===== config.mk =====
export PLATFORM = sky130hd
export DESIGN_NAME = pulse_gen_mc
export DESIGN_NICKNAME = d
export VERILOG_FILES = /design/src/rtl/pulse_gen_pkg.sv /design/src/rtl/pulse_chan.sv /design/src/rtl/pulse_gen_mc.sv
export SDC_FILE = /design/constraint.sdc
export NUM_CORES = 1
export LEC_CHECK = 0
export CELL_PAD_IN_SITES_DETAIL_PLACEMENT = 1
export CELL_PAD_IN_SITES_GLOBAL_PLACEMENT = 1
export CORE_AREA = 10 10 213 215
export CTS_BUF_LIST = sky130_fd_sc_hd__clkbuf_16
export DETAILED_ROUTE_END_ITERATION = 7
export DIE_AREA = 0 0 223 225
export HOLD_SLACK_MARGIN = 0.02
export PLACE_DENSITY_LB_ADDON = 0.1
export SKIP_CTS_REPAIR_TIMING = 1
export SLEW_MARGIN = 40
export SYNTH_ARGS = -nofsm -noshare
export SYNTH_HDL_FRONTEND = slang
export SYNTH_SLANG_ARGS = --single-unit
export TNS_END_PERCENT = 20

===== constraint.sdc =====
create_clock -name clk -period 4.4 [get_ports clk]
set_input_delay 1.32 -clock clk [delete_from_list [all_inputs] [get_ports clk]]
set_output_delay 1.32 -clock clk [all_outputs]
set_load 0.005 [all_outputs]

===== src/rtl/pulse_gen_pkg.sv =====
// Shared types and constants for the multi-channel pulse generator.
// Contents: run-state enum, cfg_sel register map, minimum period.
// Imported by pulse_gen_mc and pulse_chan.
package pulse_gen_pkg;

  typedef enum logic {
    IDLE = 1'b0,
    RUN  = 1'b1
  } state_t;

  // cfg_sel map: channel c owns WIDTH_BASE+2c (width) and DELAY_BASE+2c (delay)
  localparam int CFG_PERIOD     = 0;
  localparam int CFG_BURST      = 1;
  localparam int CFG_WIDTH_BASE = 2;
  localparam int CFG_DELAY_BASE = 3;

  // Shortest period the counter will run; smaller programmed values are raised to this
  localparam int PERIOD_MIN = 2;

endpackage


===== src/rtl/pulse_chan.sv =====
// One pulse channel: width/delay shadow + active registers and the window compare.
// Ports: clk/rst, cfg_we/cfg_sel/cfg_data (shadow writes), load (shadow->active),
//        run (gate from the period sequencer), cnt (shared period count), pulse (registered).
module pulse_chan
  import pulse_gen_pkg::*;
#(
  parameter int CNT_W     = 16,
  parameter int DEF_WIDTH = 1000,
  parameter int CH        = 0
) (
  input  logic             clk,
  input  logic             rst,
  input  logic             cfg_we,
  input  logic [3:0]       cfg_sel,
  input  logic [CNT_W-1:0] cfg_data,
  input  logic             load,
  input  logic             run,
  input  logic [CNT_W-1:0] cnt,
  output logic             pulse
);

  localparam int WSEL = CFG_WIDTH_BASE + 2 * CH;
  localparam int DSEL = CFG_DELAY_BASE + 2 * CH;

  logic [CNT_W-1:0] wid_sh, wid_act;
  logic [CNT_W-1:0] dly_sh, dly_act;
  logic [CNT_W:0]   win_end;
  logic             hit;

  // End of window at CNT_W+1 bits so a large delay+width never wraps back into range.
  // Counts past period-1 never occur, so over-long pulses are truncated at the period end.
  always_comb begin
    win_end = {1'b0, dly_act} + {1'b0, wid_act};
    hit     = (cnt >= dly_act) && ({1'b0, cnt} < win_end);
  end

  always_ff @(posedge clk) begin
    if (rst) begin
      wid_sh  <= CNT_W'(DEF_WIDTH);
      wid_act <= CNT_W'(DEF_WIDTH);
      dly_sh  <= '0;
      dly_act <= '0;
      pulse   <= 1'b0;
    end else begin
      if (cfg_we && (int'(cfg_sel) == WSEL)) wid_sh <= cfg_data;
      if (cfg_we && (int'(cfg_sel) == DSEL)) dly_sh <= cfg_data;
      if (load) begin
        wid_act <= wid_sh;
        dly_act <= dly_sh;
      end
      pulse <= run && hit;
    end
  end

endmodule


===== src/rtl/pulse_gen_mc.sv =====
// Multi-channel periodic pulse generator: one shared period counter, NUM_CH width/delay channels,
// continuous or burst mode, config shadowed and applied at period boundaries.
// Ports: clk, rst (sync, active-high), cfg_we/cfg_sel/cfg_data, mode, en, start,
//        pulse_out[NUM_CH], frame_sync, busy, done. Optional macro PULSE_POLARITY_EN adds pol_inv[NUM_CH].
module pulse_gen_mc
  import pulse_gen_pkg::*;
#(
  parameter int CNT_W      = 16,
  parameter int NUM_CH     = 2,
  parameter int DEF_PERIOD = 5000,
  parameter int DEF_WIDTH  = 1000,
  parameter int BURST_W    = 8
) (
  input  logic              clk,
  input  logic              rst,
  input  logic              cfg_we,
  input  logic [3:0]        cfg_sel,
  input  logic [CNT_W-1:0]  cfg_data,
  input  logic              mode,
  input  logic              en,
  input  logic              start,
`ifdef PULSE_POLARITY_EN
  input  logic [NUM_CH-1:0] pol_inv,
`endif
  output logic [NUM_CH-1:0] pulse_out,
  output logic              frame_sync,
  output logic              busy,
  output logic              done
);

  state_t             state, state_nxt;
  logic [CNT_W-1:0]   cnt;
  logic [CNT_W-1:0]   per_sh, per_act, eff_per;
  logic [BURST_W-1:0] blen_sh, blen_act, eff_len, bcnt;
  logic               run_mode;  // mode latched at IDLE->RUN; mode changes in RUN are ignored
  logic               start_run, stop_cont, burst_end, wrap, load, run_gate;
  logic [NUM_CH-1:0]  pulse_raw;

  always_comb begin
    eff_per   = (per_act < CNT_W'(PERIOD_MIN)) ? CNT_W'(PERIOD_MIN) : per_act;
    eff_len   = (blen_act == '0) ? BURST_W'(1) : blen_act;
    wrap      = (state == RUN) && (cnt == eff_per - CNT_W'(1));
    state_nxt = state;
    start_run = 1'b0;
    stop_cont = 1'b0;
    burst_end = 1'b0;
    case (state)
      IDLE: begin
        start_run = mode ? start : en;
        if (start_run) state_nxt = RUN;
      end
      RUN: begin
        if (!run_mode && !en) begin
          stop_cont = 1'b1;
          state_nxt = IDLE;
        end else if (run_mode && wrap && (bcnt == eff_len - BURST_W'(1))) begin
          burst_end = 1'b1;
          state_nxt = IDLE;
        end
      end
      default: state_nxt = IDLE;
    endcase
    load     = start_run || (wrap && (state_nxt == RUN));
    // A continuous stop blanks the outputs immediately; a burst end lets the last count finish.
    run_gate = (state == RUN) && !stop_cont;
  end

  always_ff @(posedge clk) begin
    if (rst) begin
      state      <= IDLE;
      cnt        <= '0;
      bcnt       <= '0;
      run_mode   <= 1'b0;
      per_sh     <= CNT_W'(DEF_PERIOD);
      per_act    <= CNT_W'(DEF_PERIOD);
      blen_sh    <= BURST_W'(1);
      blen_act   <= BURST_W'(1);
      frame_sync <= 1'b0;
      done       <= 1'b0;
    end else begin
      state <= state_nxt;
      if (cfg_we && (int'(cfg_sel) == CFG_PERIOD)) per_sh  <= cfg_data;
      if (cfg_we && (int'(cfg_sel) == CFG_BURST))  blen_sh <= cfg_data[BURST_W-1:0];
      if (load) begin
        per_act  <= per_sh;
        blen_act <= blen_sh;
      end
      if (start_run) run_mode <= mode;
      if ((state_nxt != RUN) || start_run || wrap) cnt <= '0;
      else                                         cnt <= cnt + CNT_W'(1);
      if (start_run)  bcnt <= '0;
      else if (wrap)  bcnt <= bcnt + BURST_W'(1);
      frame_sync <= run_gate && (cnt == '0);
      done       <= burst_end;
    end
  end

  assign busy = (state == RUN);

  for (genvar c = 0; c < NUM_CH; c++) begin : g_ch
    pulse_chan #(
      .CNT_W     (CNT_W),
      .DEF_WIDTH (DEF_WIDTH),
      .CH        (c)
    ) u_chan (
      .clk      (clk),
      .rst      (rst),
      .cfg_we   (cfg_we),
      .cfg_sel  (cfg_sel),
      .cfg_data (cfg_data),
      .load     (load),
      .run      (run_gate),
      .cnt      (cnt),
      .pulse    (pulse_raw[c])
    );
  end

`ifdef PULSE_POLARITY_EN
  // Polarity is sampled even during reset so an inverted channel comes out of reset at its idle level 1.
  logic [NUM_CH-1:0] pol_q;
  always_ff @(posedge clk) pol_q <= pol_inv;
  assign pulse_out = pulse_raw ^ pol_q;
`else
  assign pulse_out = pulse_raw;
`endif

endmodule


# == Word-level counts from Yosys, hierarchy flattened ==
# Cells that the tools add are included.
# op_classes
bitwise_logic,2
n_reduce_logical,29
order_cmp,5
n_addsub,6
muxes,11
n_eq_ne,7
# op_table
operator,n
16-bit by 16-bit adder with 17-bit output,2
16-bit by 17-bit less-than comparator with 1-bit output,2
16-bit greater-or-equal comparator,2
1-bit logical AND,17
"16-bit by 1-bit adder with 16-bit output, second input constant",1
16-bit == test,1
16-bit zero test,1
"16-bit by 2-bit less-than comparator with 1-bit output, second input constant",1
16-bit two-way mux,1
"16-bit by 1-bit subtractor with 16-bit output, second input constant",1
"8-bit by 1-bit adder with 8-bit output, second input constant",1
"4-bit by 3-bit == test with 1-bit output, second input constant",2
"4-bit == test, second input constant",2
8-bit == test,1
8-bit zero test,1
1-bit two-way mux,8
8-bit two-way mux,1
"8-bit by 1-bit subtractor with 8-bit output, second input constant",1
"4-bit by 2-bit == test with 1-bit output, second input constant",1
4-bit zero test,1
2-bit OR reduction,2
1-bit zero test,3
1-bit logical OR,3
3-bit OR reduction,1
2 further kinds,3
# word_totals
ff_bits,206
word_cells,80
input_bits,26

# == Logic depth before layout (Yosys ltp) ==
# depth
depth_word,14
depth_mapped,16

# == Cells and area by module ==
# Synthesis repeated with hierarchy kept, for this count alone.
# unflattened
hier_cells,1386
area_unflattened_um2,11740.0
# by_module_without_submodules
mod,n_inst,area_each_um2,seq_area_each_um2,cells_each
pulse_gen_mc,1,4274.1,1521.5,528
pulse_chan at g_ch[0].u_chan,1,3753.6,1301.2,438
pulse_chan at g_ch[1].u_chan,1,3712.3,1301.2,420

# == Worst setup path before layout ==
# No wires, ideal clock.
# synth_path
kind,reg-to-reg
from,register g_ch[1].u_chan.dly_act[0]
to,register g_ch[1].u_chan.pulse
path_buffers,0
slack_ns,0.880
period_less_slack_ns,3.520
path_stages_with_launch,16
t_arrival_ns,3.401
cell_sequence,dfxtp_1 -> ha_1 -> fa_1 -> a21o_1 -> a21oi_1 -> o21a_1 -> o31ai_1 -> o41ai_1 -> nand3_1 -> o311a_1 -> ha_1 -> o21ai_0 -> a221oi_1 -> and3_1 -> a31oi_1 -> o221a_2
# synth_via
elab_chain_len,4
# synth_rtl
element,line_no,text
start: declaration,pulse_chan.sv:26,"logic [CNT_W-1:0] dly_sh, dly_act;"
start signal: assignment,pulse_chan.sv:49,dly_act <= dly_sh;
16-bit by 16-bit adder with 17-bit output,pulse_chan.sv:33,"win_end = {1'b0, dly_act} + {1'b0, wid_act};"
16-bit by 17-bit less-than comparator with 1-bit output,pulse_chan.sv:34,"hit = (cnt >= dly_act) && ({1'b0, cnt} < win_end);"
1-bit logical AND *,pulse_chan.sv:34,
1-bit logical AND *,pulse_chan.sv:51,pulse <= run && hit;
end signal: assignment,pulse_chan.sv:51,
end: declaration,pulse_chan.sv:19,output logic pulse
# Mark *: on every way between the ends. The rest lies on a longest branch, timed or not.
# A chain may end at the register's enable or synchronous reset.

# == Worst setup path after layout ==
# layout_path
from,register per_act[1]
to,register g_ch[1].u_chan.wid_act[10]
# layout_via
elab_chain_len,12
# layout_rtl
element,line_no,text
start: declaration,pulse_gen_mc.sv:33,"logic [CNT_W-1:0] per_sh, per_act, eff_per;"
start signal: assignment,pulse_gen_mc.sv:75,per_act <= CNT_W'(DEF_PERIOD);
start signal: assignment,pulse_gen_mc.sv:85,per_act <= per_sh;
16-bit by 2-bit less-than comparator with 1-bit output,pulse_gen_mc.sv:40,eff_per = (per_act < CNT_W'(PERIOD_MIN)) ? CNT_W'(PERIOD_MIN) : per_act;
16-bit two-way mux *,pulse_gen_mc.sv:40,
16-bit by 1-bit subtractor with 16-bit output *,pulse_gen_mc.sv:42,wrap = (state == RUN) && (cnt == eff_per - CNT_W'(1));
16-bit == test *,pulse_gen_mc.sv:42,
1-bit logical AND *,pulse_gen_mc.sv:42,
1-bit logical AND (2 in series),pulse_gen_mc.sv:56,end else if (run_mode && wrap && (bcnt == eff_len - BURST_W'(1))) begin
1-bit two-way mux,pulse_gen_mc.sv:56,
1-bit two-way mux,pulse_gen_mc.sv:53,if (!run_mode && !en) begin
1-bit case mux with 2 select lines,pulse_gen_mc.sv:47,case (state)
1-bit logical AND *,pulse_gen_mc.sv:63,load = start_run || (wrap && (state_nxt == RUN));
1-bit logical OR *,pulse_gen_mc.sv:63,
end signal: assignment,pulse_chan.sv:40,wid_act <= CNT_W'(DEF_WIDTH);
end signal: assignment,pulse_chan.sv:48,wid_act <= wid_sh;
end: declaration,pulse_chan.sv:25,"logic [CNT_W-1:0] wid_sh, wid_act;"
# Marks and branches as above.

==> impl_metrics.ini <==
[timing]
relSlewSlack = 0.467
fin_ws_ns = 0.395
finalSetupViolCount = 0
final.setup.tns_ns = 0
period_needed_ns = 4.01
worst_pin_slew_ns = 0.800
fin_skew_ns = 0.0127
rsz0062_at_grt = false
final_hold_viol_count = 0
finalCritPeriodShare = 0.910
slew_violations = 0
fmax_mhz = 250
holdWs_ns = 0.474

[clock_tree]
clk_pin_slew_ns = 0.06
cts_num_sinks = 206
worstSkewPairLatency_ns = 0.56
clock_path_buffers = 3
cts_root_buffer = clkbuf_16
tritoncts = yes
cts_buffers = 27
ctsHtreeMaxLevel = 1

[routing]
detail-route-antenna-nets = 0
wl_per_cell_um = 24.9
dr.pass1.iters = 5
vias_per_cell = 6.25
drtIter0Drc = 947
vias = 14200
wirelength_mm = 56.6
drc = 0

[worst_setup_path]
startpoint_type = flip-flop
cp-end-kind = flip-flop
critPathCapture = g_ch[1].u_chan.wid_act[10]
worstPathArrival_ns = 4.43
critical_path_class = reg2reg
startpoint = per_act[1]
r2r_end = g_ch[1].u_chan.wid_act[10]
crit_required_ns = 4.83
ff2ff_path_depth = 12
r2r_slack_ns = 0.39
r2r-start = per_act[1]
cp_max_fo = 30

[power]
irDropWorstVdd_mv = 0.469
power.leakage_uw = 0.00592
total_power_uw = 4640
powerDensity_nw_per_um2 = 291

[die]
rows = 75
die_h_um = 225
die_area_um2 = 50200
top_level_ports = 31
core-area_um2 = 41400
initial_core_util = 0.342
die_w_um = 223

[grt]
grt_pass1_wl_mm = 88.0
grt_max_degree = 140
grtUsageTotal = 0.218
grt_pass1_vias = 14700
grt_antenna_before_repair = 0
overflow = 0

[final_layout]
fin_util = 0.386
num-fill-cells = 4872
final_nets = 1839
drive_gt1_frac = 0.0803
area_delta_synth_final_pct = 12.7

[flow_run]
cap_violations = 0

[logic_synthesis]
synth_warnings = 0
yosysUniqueCellTypes = 71
syn_inst = 1761
ys_async_sr_fraction = 0
synth_top_cell_by_area = dfxtp_1
yosysTopAreaCellShare = 0.291
synth_area_per_cell_um2 = 8.04
synth_edf_count = 0
netlist_top_cells_area = dfxtp_1 29%, ha_1 8.7%, nor4b_1 4.6%
synth_area_um2 = 14200
yosysSeqAreaShare = 0.291
synthesis.nets = 1888
ys_ff_latch = 206
synthFlopType = dfxtp_1

[run_status]
outcome = completed

[placed_design]
dp_hpwl_mm = 36.9
portBuffers = 30
gp_congestion = 0.873
pre_cts_ws_ns = 0.314

[hold_path]
hp-class = reg2reg
[where the power goes]
part | switching [uW] | internal, uW | total, uW
Combinational | 373 | 146 | 519
Sequential | 28.4 | 1890 | 1920
Clock | 916 | 1280 | 2200
[cells in the final DEF (no fill, tap or decap), drive strengths merged, types with 14 or more instances in the layout]
cell           instances
a21oi                 82
a32oi                 70
and3                  53
buf                   69
clkbuf                27
clkdlybuf4s50         29
clkinv                14
dfxtp                206
ha                    99
inv                   53
mux2i                 31
nand2                168
nand3                115
nand4                 98
nor2                  66
nor3                  71
nor4                  28
nor4b                 76
o211a                 21
o21ai                 31
o31ai                 77
o32a                  18
or3                   30
xnor2                 26
xor2                  32
[kinds of logic after synthesis]
group | Yosys count | synth area share
AND/OR/NAND/NOR | 760 | 0.296
AO/OA/AOI/OAI | 378 | 0.196
buffers and inverters | 226 | 0.0673
flip-flops | 206 | 0.291
adder cells (fa/ha/maj) | 101 | 0.0903
XOR/XNOR | 58 | 0.0359
multiplexers | 32 | 0.0235
[Yosys cell counts (all sizes together) (5+ instances only)]
cell type / number
nand2b: 11
dfxtp: 206
xnor2: 26
nor2b: 9
o21bai: 5
a211oi: 11
nand3: 115
xor2: 32
a21o: 13
nor2: 66
a32oi: 70
and3: 53
mux2i: 31
or3: 30
o32a: 18
o31ai: 77
nor4: 28
buf: 35
or2: 9
a21oi: 82
nor3: 71
nor3b: 8
ha: 99
o21a: 6
nor4b: 76
or4: 7
nand2: 168
o21ai: 31
inv: 50
o211a: 21
a31oi: 7
nand4: 98
clkbuf: 141
[metrics by stage]
stage               cell area (um^2)  std cells
detailed placement             15100       2221
finish                         16000       2272
global route                   16000       2271
global placement               15100       2220
floorplan                      14200       1761
CTS                            15900       2270
[sequential cells by signal (all words and copies together), names as in the netlist, 16 cells and up]
register / flops
cnt: 16
g_ch.u_chan.dly_act: 32
g_ch.u_chan.dly_sh: 32
g_ch.u_chan.wid_act: 32
g_ch.u_chan.wid_sh: 32
per_act: 16
per_sh: 16
[critical path, cell delays in order, from the launching register on]
cell and delay [ns]:
dfxtp_1 0.38, nor3_1 0.40, nand3_1 0.26, o21ai_1 0.27
ha_1 0.28, nor3b_1 0.34, nand2_1 0.12, xnor2_1 0.15
nand4_1 0.14, or3_2 0.70, buf_4 0.37, o31ai_1 0.34
nand3_1 0.11
[cell type report]
class                      instances  area (um^2)  share of cell area
antenna                            1         2.50            0.000157
timing repair buffer              98          920              0.0576
tap                              539          674              0.0423
clock inverter                    22          181              0.0114
multi-input combinational       1329         9190               0.576
clock buffer                      27          676              0.0423
sequential                       206         4120               0.258
inverter                          50          190              0.0119
[metal layers]
layer / global-route usage / routed length (um) / share of wire / vias up
met5: 0 / 0 / 0 / -
met3: 0.0243 / 2130 / 0.038 / 83
met2: 0.364 / 26600 / 0.47 / 295
li1: - / - / - / 6616
met4: 0.0691 / 1510 / 0.027 / 0
met1: 0.287 / 26300 / 0.47 / 7216
[worst min path at each step]
stage,startpoint,to,slack (ns),cells after the start
global placement,g_ch[0].u_chan.wid_sh[12],g_ch[0].u_chan.wid_sh[12],0.45,2
CTS,g_ch[0].u_chan.dly_sh[10],g_ch[0].u_chan.dly_sh[10],0.47,2
global route,g_ch[1].u_chan.wid_sh[0],g_ch[1].u_chan.wid_sh[0],0.48,2
floorplan,g_ch[0].u_chan.dly_sh[0],g_ch[0].u_chan.dly_sh[0],0.44,2
detailed placement,g_ch[0].u_chan.dly_sh[10],g_ch[0].u_chan.dly_sh[10],0.46,2
finish,g_ch[1].u_chan.wid_sh[2],g_ch[1].u_chan.wid_sh[2],0.47,2
(Power assumes the default switching activity.)
